$ cat src/rtl/mac_pkg.sv
// mac_pkg: shared types, Booth decode and saturation helpers for mac_booth_sat
package mac_pkg;
  typedef enum logic [1:0] {IDLE, MULT, ACC} mac_state_t;
  typedef enum logic [2:0] {PP_ZERO, PP_POS1, PP_POS2, PP_NEG1, PP_NEG2} booth_op_t;
  localparam int SAT_W = 128;
  function automatic booth_op_t booth_decode(input logic [2:0] t);
    case (t)
      3'b001, 3'b010: return PP_POS1;
      3'b011:         return PP_POS2;
      3'b100:         return PP_NEG2;
      3'b101, 3'b110: return PP_NEG1;
      default:        return PP_ZERO;
    endcase
  endfunction
  function automatic logic [SAT_W-1:0] sat_max(input int w);
    return (SAT_W'(1) << (w - 1)) - SAT_W'(1);
  endfunction
  function automatic logic [SAT_W-1:0] sat_min(input int w);
    return SAT_W'(1) << (w - 1);
  endfunction
endpackage

$ cat src/rtl/booth_r4_iter.sv
// booth_r4_iter: iterative radix-4 Booth signed multiplier, one digit per cycle
module booth_r4_iter
  import mac_pkg::*;
#(
  parameter int DATA_WIDTH = 16
) (
  input  logic                      clk,
  input  logic                      rst,
  input  logic                      start,
  input  logic [DATA_WIDTH-1:0]     a_in,
  input  logic [DATA_WIDTH-1:0]     b_in,
  output logic                      done,
  output logic [2*DATA_WIDTH-1:0]   product
);
  localparam int PW = 2*DATA_WIDTH + 2;
  localparam int N  = DATA_WIDTH/2;
  localparam int CW = $clog2(N);
  logic [PW-1:0]       mcand, pp, term;
  logic [DATA_WIDTH:0] mplr;
  logic [CW-1:0]       cnt;
  logic                busy;
  booth_op_t           op;
  // mcand carries the 4^i weighting by shifting left two bits per digit
  always_comb begin
    op   = booth_decode(mplr[2:0]);
    term = op == PP_POS1 ? mcand :
           op == PP_POS2 ? mcand << 1 :
           op == PP_NEG1 ? -mcand :
           op == PP_NEG2 ? -(mcand << 1) : '0;
    done = busy && cnt == CW'(N-1);
  end
  always_ff @(posedge clk or posedge rst) begin
    if (rst) begin
      mcand <= '0;
      pp    <= '0;
      mplr  <= '0;
      cnt   <= '0;
      busy  <= 1'b0;
    end else if (start) begin
      mcand <= {{(PW-DATA_WIDTH){a_in[DATA_WIDTH-1]}}, a_in};
      pp    <= '0;
      mplr  <= {b_in, 1'b0};
      cnt   <= '0;
      busy  <= 1'b1;
    end else if (busy) begin
      pp    <= pp + term;
      mcand <= mcand << 2;
      mplr  <= {{2{mplr[DATA_WIDTH]}}, mplr[DATA_WIDTH:2]};
      cnt   <= cnt + 1'b1;
      busy  <= ~done;
    end
  end
  assign product = pp[2*DATA_WIDTH-1:0];
endmodule

$ cat src/rtl/mac_booth_sat.sv
// mac_booth_sat: handshaked Booth MAC with saturating or wrapping accumulator and sticky overflow
module mac_booth_sat
  import mac_pkg::*;
#(
  parameter int DATA_WIDTH = 16,
  parameter int ACC_WIDTH  = 40
) (
  input  logic                  clk,
  input  logic                  rst,
  input  logic                  in_valid,
  output logic                  in_ready,
  input  logic [DATA_WIDTH-1:0] a_in,
  input  logic [DATA_WIDTH-1:0] b_in,
  input  logic                  clr_acc,
  input  logic                  sat_en,
  output logic [ACC_WIDTH-1:0]  acc_out,
  output logic                  out_valid,
  output logic                  ovf_flag
);
  localparam logic [ACC_WIDTH-1:0] ACC_MAX = ACC_WIDTH'(sat_max(ACC_WIDTH));
  localparam logic [ACC_WIDTH-1:0] ACC_MIN = ACC_WIDTH'(sat_min(ACC_WIDTH));
  mac_state_t               state, state_nxt;
  logic                     accept, done, clr_q, sat_q, ovf;
  logic [2*DATA_WIDTH-1:0]  product;
  logic [ACC_WIDTH:0]       sum;
  logic [ACC_WIDTH-1:0]     acc_nxt;
  booth_r4_iter #(.DATA_WIDTH(DATA_WIDTH)) u_mult (
    .clk     (clk),
    .rst     (rst),
    .start   (accept),
    .a_in    (a_in),
    .b_in    (b_in),
    .done    (done),
    .product (product)
  );
  always_ff @(posedge clk or posedge rst) begin
    if (rst) state <= IDLE;
    else     state <= state_nxt;
  end
  always_comb begin
    state_nxt = state == IDLE ? (accept ? MULT : IDLE) :
                state == MULT ? (done ? ACC : MULT) : IDLE;
  end
  always_comb begin
    in_ready = state == IDLE;
  end
  assign accept = in_valid && in_ready;
  // one guard bit above the accumulator exposes signed overflow
  always_comb begin
    sum     = (clr_q ? '0 : {acc_out[ACC_WIDTH-1], acc_out})
            + {{(ACC_WIDTH+1-2*DATA_WIDTH){product[2*DATA_WIDTH-1]}}, product};
    ovf     = sum[ACC_WIDTH] ^ sum[ACC_WIDTH-1];
    acc_nxt = ovf && sat_q ? (sum[ACC_WIDTH] ? ACC_MIN : ACC_MAX) : sum[ACC_WIDTH-1:0];
  end
  always_ff @(posedge clk or posedge rst) begin
    if (rst) begin
      acc_out   <= '0;
      ovf_flag  <= 1'b0;
      out_valid <= 1'b0;
      clr_q     <= 1'b0;
      sat_q     <= 1'b0;
    end else begin
      out_valid <= state == ACC;
      if (accept) begin
        clr_q <= clr_acc;
        sat_q <= sat_en;
      end
      if (state == ACC) begin
        acc_out  <= acc_nxt;
        ovf_flag <= (ovf_flag & ~clr_q) | ovf;
      end else if (state == IDLE && clr_acc && !in_valid) begin
        acc_out  <= '0;
        ovf_flag <= 1'b0;
      end
    end
  end
endmodule
$ cat config.mk
export PLATFORM = sky130hd
export DESIGN_NAME = mac_booth_sat
export DESIGN_NICKNAME = d
export VERILOG_FILES = /design/src/rtl/mac_pkg.sv /design/src/rtl/booth_r4_iter.sv /design/src/rtl/mac_booth_sat.sv
export SDC_FILE = /design/constraint.sdc
export NUM_CORES = 1
export LEC_CHECK = 0
export CORE_ASPECT_RATIO = 0.6
export CORE_MARGIN = 2
export CORE_UTILIZATION = 48
export DETAILED_ROUTE_END_ITERATION = 8
export PLACE_DENSITY = 0.67
export RECOVER_POWER = 100
export SYNTH_ARGS = -nofsm -noshare
export SYNTH_HDL_FRONTEND = slang
export SYNTH_SLANG_ARGS = --single-unit
$ cat constraint.sdc
create_clock -name clk -period 7.4 [get_ports clk]
set_clock_uncertainty 0.05 [all_clocks]
set_input_delay 0.74 -clock clk [delete_from_list [all_inputs] [get_ports clk]]
set_output_delay 0.74 -clock clk [all_outputs]
set_load 0.03 [all_outputs]
---- Yosys cells after proc, flatten, opt, wreduce, memory -nomap -nowiden ----
Index checks and enable logic that the tools add are counted.
storage, ports and cells
  register bits ........................... 135
  bits of input ports ..................... 37
  output and inout port bits .............. 43
  logic and storage cells ................. 72
cells by class
  add/sub/neg operators ................... 5
  equal/unequal tests ..................... 13
  mux-type cells .......................... 26
  bitwise gates (word level) .............. 5
  reduce and logical (&&, ||, !) cells .... 11
operator list
  kind                                                              count
  34-bit two-way mux                                                8
  40-bit two-way mux                                                4
  34-bit negation                                                   2
  41-bit adder                                                      1
  41-bit two-way mux                                                1
  34-bit adder                                                      1
  17-bit two-way mux                                                1
  16-bit two-way mux                                                1
  3-bit == test (second input constant)                             5
  3-bit by 2-bit == test with 1-bit output (second input constant)  4
  3-bit case mux with 4 select lines                                1
  3-bit by 1-bit == test with 1-bit output (second input constant)  2
  2-bit two-way mux                                                 3
  3-bit two-way mux                                                 2
  1-bit logical AND                                                 5
  1-bit two-way mux                                                 5
  2-bit nonzero test                                                2
  2-bit OR reduction                                                2
  3-bit by 1-bit adder with 3-bit output (second input constant)    1
  2-bit by 1-bit == test with 1-bit output (second input constant)  1
  2-bit == test (second input constant)                             1
  2-bit logical NOT                                                 1
  1-bit NOT                                                         2
  1-bit bitwise AND                                                 1
  other kinds (3)                                                   3

---- Depth between registers and ports, before layout ----
Gate-level depths: netlist (run 1).
  depth after elaboration ................. 11
  gate-level depth with buffers ........... 22
  depth with buffers taken out ............ 21

---- By module ----
A second synthesis (run 1) with hierarchy kept.
second synthesis, totals
  cells, all modules ...................... 1,401
  area total of the unflattened synthesis .. 11,392.2 um^2
by module, submodules not included
  module         instances  cells each  area an instance (um^2)  seq. area each (um^2)
  booth_r4_iter  1          844         6,964.2                  2,127.0
  mac_booth_sat  1          557         4,428.0                  1,151.1

---- Worst setup path before layout (run 1) ----
Ideal clock, no wire load.
  path type ............................... reg-to-reg
  start point ............................. reg u_mult.mcand[0]
  end point ............................... reg u_mult.pp[31]
  library setup time ...................... 0.069 ns
  data arrival time ....................... 4.936 ns
  data required time ...................... 7.281 ns
  slack ................................... 2.344 ns
  cell stages (with the launch flop) ...... 21
  buffers on the path ..................... 1
  period minus slack after synthesis ...... 5.056 ns
  cell sequence ........................... dfrtp_1 > inv_1 > ha_1 > or3b_1 > or4_1 > clkbuf_1 > nor2_1 > xor2_1 > o21ai_0 > o211ai_1 > a21boi_0 > o22ai_1 > ha_1 > or2_2 > a2111oi_0 > o2bb2ai_1 > a221o_1 > o41a_1 > a221o_1 > a22o_1 > nand3_1
on the way
  word-level cells in the longest chain between the ends .. 8
  elaborated cells on any way between the ends .. 9
  classes of those cells .................. add/sub: 3; mux: 6
RTL lines
  element                 RTL line             source
  start, declared         booth_r4_iter.sv:18  logic [PW-1:0] mcand, pp, term;
  start signal, assigned  booth_r4_iter.sv:40  mcand <= {{(PW-DATA_WIDTH){a_in[DATA_WIDTH-1]}}, a_in};
  start signal, assigned  booth_r4_iter.sv:47  mcand <= mcand << 2;
  34-bit negation         booth_r4_iter.sv:29  op == PP_NEG2 ? -(mcand << 1) : '0;
  34-bit two-way mux      booth_r4_iter.sv:29
  34-bit two-way mux      booth_r4_iter.sv:28  op == PP_NEG1 ? -mcand :
  34-bit two-way mux      booth_r4_iter.sv:27  op == PP_POS2 ? mcand << 1 :
  34-bit two-way mux *    booth_r4_iter.sv:26  term = op == PP_POS1 ? mcand :
  34-bit adder *          booth_r4_iter.sv:46  pp <= pp + term;
  34-bit two-way mux *    booth_r4_iter.sv:45  end else if (busy) begin
  34-bit two-way mux *    booth_r4_iter.sv:39  end else if (start) begin
  end signal, assigned    booth_r4_iter.sv:46
  end, declared           booth_r4_iter.sv:18
Every way passes the cells marked *; elsewhere a longest branch is shown, timed or not. The select of a mux whose other input is x is not followed.
A chain may end at the register's enable or synchronous reset.

---- Worst setup path after layout (run 1) ----
  start point ............................. reg clr_q
  end point ............................... reg acc_out[20]
on the way
  word-level cells in the longest chain between the ends .. 6
  elaborated cells on any way between the ends .. 7
  classes of those cells .................. add/sub: 1; mux: 4; bitwise: 1; reduce/logical: 1
RTL lines
  element                 RTL line             source
  start, declared         mac_booth_sat.sv:23  logic accept, done, clr_q, sat_q, ovf;
  start signal, assigned  mac_booth_sat.sv:65  clr_q <= clr_acc;
  41-bit two-way mux *    mac_booth_sat.sv:50  sum = (clr_q ? '0 : {acc_out[ACC_WIDTH-1], acc_out})
  41-bit adder *          mac_booth_sat.sv:51  + {{(ACC_WIDTH+1-2*DATA_WIDTH){product[2*DATA_WIDTH-1]}}, product};
  1-bit XOR               mac_booth_sat.sv:52  ovf = sum[ACC_WIDTH] ^ sum[ACC_WIDTH-1];
  1-bit logical AND       mac_booth_sat.sv:53  acc_nxt = ovf && sat_q ? (sum[ACC_WIDTH] ? ACC_MIN : ACC_MAX) : sum[ACC_WIDTH-1:0];
  40-bit two-way mux *    mac_booth_sat.sv:53
  40-bit two-way mux *    mac_booth_sat.sv:68  if (state == ACC) begin
  end signal, assigned    mac_booth_sat.sv:69  acc_out <= acc_nxt;
  end, declared           mac_booth_sat.sv:16  output logic [ACC_WIDTH-1:0] acc_out,
Every way passes the cells marked *; elsewhere a longest branch is shown, timed or not.

==> flow_summary.toml, run 1 <==
[critical_path]
crit_type = "flip-flop to flip-flop"
crit_arrival_ps = 6460
cp_slowest_stage_delay_ps = 840
path_cells = "clkbuf_1, clkbuf_1, nor2b_1, ha_1, a21oi_1, o21ai_0, o21ai_0, a211oi_1, nor3_1, nor3_1, a211o_1, buf_4, and2_4, a22o_1"
slowest_stage = "clkbuf_1"
endpoint_kind = "flip-flop"
cp.required_ps = 7730
path_max_fanout = 36
reg2reg_depth = 14
start_kind = "flip-flop"

[placed_design]
dp_slack_ps = 1814
post-dp-hpwl_um = 24330
portBuffers = 79
gp_congestion = 0.9609

[logic_synthesis]
synth.top_cell.area_share_pct = 29.25
synthTopCellsByArea = "dfrtp_1 29%, ha_1 9.0%, mux2i_1 6.3%"
synthArstFlopShare_pct = 100.0
synth_top_area_cell = "dfrtp_1"
synth_enable_flop_cells = 0
ys_ff_latch = 131
synth_area_mm2 = 0.01121
ys_warn_count = 0
yosys.cell_count.top_type = "dfrtp_1"
synth.net_count = 1477
seq_area_frac_synth_pct = 29.25
synth_cells = 1357
syn_avg_cell_area_um2 = 8.260
synth-main-ff-cell = "dfrtp_1"
synth_common_cells = "131 x dfrtp_1, 128 x nand2_1, 115 x a21oi_1"
yosysUniqueCellTypes = 78

[sta]
maxSlewHeadroom_pct = -150.9
setup_violations = 0
setup_slack_ps = 1264
fmax_mhz = 163.0
period_needed_ps = 6136
fin_setup_tns_ps = 0
worst_pin_slew_ps = 3764
fin_crit_sh_pct = 82.92
maxSlewViolCount = 245
timing.final.hold_violations = 0
rsz0062_at_grt = "no"

[cts]
cts_tree = "yes"
post_cts_buffers = 0
numCtsBuffers = 17
ctsHoldBuffers = 0
cts-htree-levels = 4
clockBufferDepth = 2
cts_root_buffer = "clkbuf_16"
clkTransAtPathRegs_ps = 60
cts_resized = 0
clkLatencyLatePin_ps = 450
clock_sinks = 131

[min_path]
hold_depth = 2
hold_class = "flip-flop to flip-flop"

[die]
ioPinCount = 80
fp.dieH_um = 122.4
die-area_mm2 = 0.02463
coreArea_mm2 = 0.02303
die_w_um = 201.3
start_util_pct = 48.67
num_rows = 43

[detailed_routing]
wl_um = 32890
dr.pass1.iters = 5
remaining_drc_errors = 0
drt_iter0_drc = 1088
via_per_inst = 6.164
dr_total_vias = 10580
ant_nets = 0
wl_per_cell_um = 19.17

[cells_and_area]
multi_input_area_mm2 = 0.007480
syn2layout_area_growth_pct = 14.02
ff_latch_area_mm2 = 0.003278
nNetsFinal = 1508
nFillCells = 2176
num_antenna_cells = 0
final_layout_size_suffix_gt1_share_pct = 4.497

[job]
max_cap_violations = 4

[global_route]
antenna_found_initial = 0
grt_pass1_vias = 9679
grt_max_degree = 79
grt_pass1_wl_um = 53390
overflow = 0
grt_usage_pct = 27.48

[run_status]
failed_checks = "capacitance limit, slew limit"
status = "finished with violations"
[metal layers]
| layer | vias to the layer above | global-route usage (%) | part of all wire (%) |
|---|---|---|---|
| met1 | 5071 | 43.22 | 52 |
| met5 | - | 0 | 0 |
| met3 | 17 | 8.285 | 9.5 |
| met2 | 413 | 36.03 | 38 |
| met4 | 0 | 5.653 | 0.75 |
| li1 | 5076 | - | - |
[sequential cells by signal, indices dropped and copies added, names as in the netlist]
register / cells
out_valid: 1
state: 2
u_mult.cnt: 3
acc_out: 40
u_mult.pp: 32
ovf_flag: 1
clr_q: 1
u_mult.mcand: 32
sat_q: 1
u_mult.mplr: 17
u_mult.busy: 1
[stage by stage]
step | cell area (um^2) | hold slack, ps | std cells | util [%]
3_3_place_gp | 12210 | 423.3 | 1684 | 53.02
2_1_floorplan | 11210 | 402.4 | 1357 | -
5_1_grt | 12780 | 478.1 | 1716 | 55.50
3_5_place_dp | 12210 | 431.1 | 1684 | 53.02
4_1_cts | 12820 | 449.4 | 1716 | 55.66
6_report | 12780 | 439.8 | 1716 | 55.50
[path summary, 6_finish.rpt]
kind,end,start,slack (ps)
worst max-delay path,acc_out[20]$_DFFE_PP0P_,clr_q$_DFFE_PP0P_,1260
worst min-delay path,acc_out[1]$_DFFE_PP0P_,acc_out[1]$_DFFE_PP0P_,440
worst max register to register,acc_out[20]$_DFFE_PP0P_,clr_q$_DFFE_PP0P_,1260
worst min register to register,acc_out[1]$_DFFE_PP0P_,acc_out[1]$_DFFE_PP0P_,440
max in group asynchronous,u_mult.mcand[29]$_DFFE_PP0P_,rst,3630
min in group asynchronous,u_mult.pp[3]$_DFFE_PP0P_,rst,1770
[kinds of logic after synthesis]
logic type	Yosys count	synth area share [%]
buf+inv	116	4.008
mux	72	6.441
simple gates	439	19.26
compound gates	438	25.55
xor+xnor	78	6.095
fa+ha+maj	83	9.399
flops	131	29.25
[cell usage in the layout (no fill, tap or decap), types with 6 or more instances in the layout]
cell,count
a211oi_1,8
a21o_1,29
a21oi_1,115
a221oi_1,13
a22o_1,31
a22oi_1,7
a31oi_1,14
and3_1,12
and4_1,6
buf_4,12
clkbuf_1,6
clkbuf_16,17
clkdlybuf4s50_1,34
dfrtp_1,131
dlygate4sd3_1,45
ha_1,81
inv_1,27
mux2i_1,71
nand2_1,128
nand3_1,42
nand4_1,10
nor2_1,112
nor2b_1,51
nor3_1,22
nor3b_1,6
nor4_1,7
o211ai_1,28
o21a_1,9
o21ai_0,104
o21bai_1,10
o22ai_1,9
o31ai_1,6
or3_1,16
xnor2_1,43
xor2_1,35
[worst max-delay path: cells and delay by family, from the launching register on]
kind	cells	cell delay, ps
AND/OR/NAND/NOR	4	1250
buffers and inverters	3	1970
adder cells (fa/ha/maj)	1	480
flip-flops	1	530
AO/OA/AOI/OAI	6	1730
[area by class of cell]
type | count | area share (%)
clock inverter | 11 | 0.9888
clock buffer | 21 | 3.760
sequential | 131 | 25.65
inverter | 31 | 0.9203
timing repair buffer | 97 | 7.069
tap | 315 | 3.084
multi-input combinational | 1110 | 58.53
Power of run 1 is left out: the tool's default activity adds up to more than one toggle a clock period on the data nets, which glitch-free logic cannot reach.
==> run 2: changes to the inputs <==
Clock period 7.4 ns to 5.7 ns, I/O delays scaled along.
==> flow_summary.toml, run 2 (synthesized netlist as in run 1, its figures left out) <==
[critical_path]
start_kind = "flip-flop"
cp.required_ps = 5900
path_cells = "inv_1, ha_2, or3b_4, or4_4, nor2_1, xor2_1, o21ai_0, o211ai_1, a21boi_0, o22ai_1, ha_1, or2_2, a2111oi_1, o2bb2ai_1, a221o_1, o41a_1, a31oi_1, xor2_1, o22ai_1"
endpoint_kind = "flip-flop"
slowest_stage = "or4_4"
crit_type = "flip-flop to flip-flop"
cp_slowest_stage_delay_ps = 500
path_max_fanout = 6
crit_arrival_ps = 5640

[cells_and_area]
ff_latch_area_mm2 = 0.003278
final_cell_mix = "131 x dfrtp_1, 128 x nand2_1, 115 x a21oi_1, 112 x nor2_1, 104 x o21ai_0"
largest-register = "acc_out"
final_layout_size_suffix_gt1_share_pct = 5.371
syn2layout_area_growth_pct = 14.52
nFillCells = 2196
largest_register_ffs = 40
reg_top3 = "acc_out x40, u_mult.mcand x32, u_mult.pp x32"
num_antenna_cells = 0
final_common_cell = "dfrtp_1"
multi_input_area_mm2 = 0.007496
nNetsFinal = 1527

[placed_design]
post-dp-hpwl_um = 24460
gp_congestion = 0.9726
portBuffers = 79

[die]
ioPinCount = 80
num_rows = 43
coreArea_mm2 = 0.02303
die_w_um = 201.3
die-area_mm2 = 0.02463
start_util_pct = 48.67
fp.dieH_um = 122.4

[job]
max_cap_violations = 5

[cts]
clockBufferDepth = 2
clock_sinks = 131
cts_root_buffer = "clkbuf_16"
cts-htree-levels = 4
ctsHoldBuffers = 0
clkTransAtPathRegs_ps = 60
clkLatencyLatePin_ps = 450
numCtsBuffers = 17
cts_tree = "yes"

[sta]
fin_crit_sh_pct = 95.39
period_needed_ps = 5437
worst_pin_slew_ps = 3644
setup_violations = 0
timing.final.hold_violations = 0
hold-worst-slack_ps = 445.8
rsz0062_at_grt = "no"
fmax_mhz = 183.9
fin_setup_tns_ps = 0
maxSlewViolCount = 285
maxSlewHeadroom_pct = -142.9

[detailed_routing]
ant_nets = 0
via_per_inst = 6.149
remaining_drc_errors = 0
dr.pass1.iters = 6
wl_um = 32930
drt_iter0_drc = 870
dr_total_vias = 10640
wl_per_cell_um = 19.03

[global_route]
grt_max_degree = 92
antenna_found_initial = 0
grt_pass1_vias = 9788
grt_pass1_wl_um = 52840
grt_usage_pct = 27.27
overflow = 0

[min_path]
hold_class = "flip-flop to flip-flop"

[run_status]
failed_checks = "capacitance limit, slew limit"
status = "finished with violations"
[run 2: cell types whose count changed in the layout (fill, tap and decap cells not counted), moves of 2 or more]
cell,previous run,this run
buf_4,12,25
clkbuf_1,6,10
clkbuf_2,0,3
clkbuf_8,4,2
clkinv_4,2,0
clkinvlp_4,4,2
[run 2: stage by stage]
step | util (%) | instances | setup WS (ps) | area, um^2
final | 55.74 | 1730 | 262.9 | 12840
after global routing | 55.74 | 1730 | 29.50 | 12840
after CTS | 55.90 | 1730 | 147.0 | 12870
after detailed placement | 53.64 | 1703 | 179.8 | 12350
after global placement | 53.64 | 1703 | 285.1 | 12350
after floorplan | - | 1357 | 644.5 | 11210
[run 2: worst max-delay path: cells and delay by family, from the launching register on]
family / cells / cell delay, ps
AOI/OAI and AO/OA: 10 / 2310
and+or+nand+nor: 4 / 1530
adders and majority gates: 2 / 440
xor gates and xnor gates: 2 / 360
DFF: 1 / 430
buffers and inverters: 1 / 100
[run 2: layout make-up]
cell class	count	share of cell area [%]
well taps	315	3.070
inverters	31	0.9065
multi-input cells	1110	58.40
repair buffers	116	8.032
clock buffers	21	3.587
flip-flops and latches	131	25.54
clock inverters	6	0.4679
[run 2: worst paths after layout]
| kind | start | to | slack, ps | cells after the start |
|---|---|---|---|---|
| hold / removal | acc_out[28]$_DFFE_PP0P_ | acc_out[28]$_DFFE_PP0P_ | 450 | 2 |
| hold reg to reg | acc_out[28]$_DFFE_PP0P_ | acc_out[28]$_DFFE_PP0P_ | 450 | 2 |
| min in group asynchronous | rst | u_mult.pp[0]$_DFFE_PP0P_ | 1870 | 2 |
| setup / recovery | u_mult.mcand[1]$_DFFE_PP0P_ | u_mult.pp[29]$_DFFE_PP0P_ | 260 | 19 |
| max in group asynchronous | rst | u_mult.mcand[30]$_DFFE_PP0P_ | 1260 | 3 |
| setup reg to reg | u_mult.mcand[1]$_DFFE_PP0P_ | u_mult.pp[29]$_DFFE_PP0P_ | 260 | 19 |
[run 2: metal layers]
layer	vias to the layer above	wire, um	GRT usage (%)	part of all wire, %
met1	5079	17020	42.68	52
li1	5112	-	-	-
met5	-	0	0	0
met4	0	404	6.342	1.2
met2	413	12540	36.44	38
met3	33	2961	7.382	9.0
[run 2: what timing repair did]
| item | in CTS | in global routing |
|---|---|---|
| gates resized for setup | 0 | 5 |
| setup buffers | 0 | 0 |
| setup endpoints to repair | 0 | 6 |
Power of run 2 is left out for the same reason.
==> run 3: changes to the inputs <==
Settings changed: CTS_CLUSTER_DIAMETER from default to 100.
==> results of run 3 <==
Final layout, timing and power as in run 2 (identical DEF).
Power of run 3 is left out for the same reason.
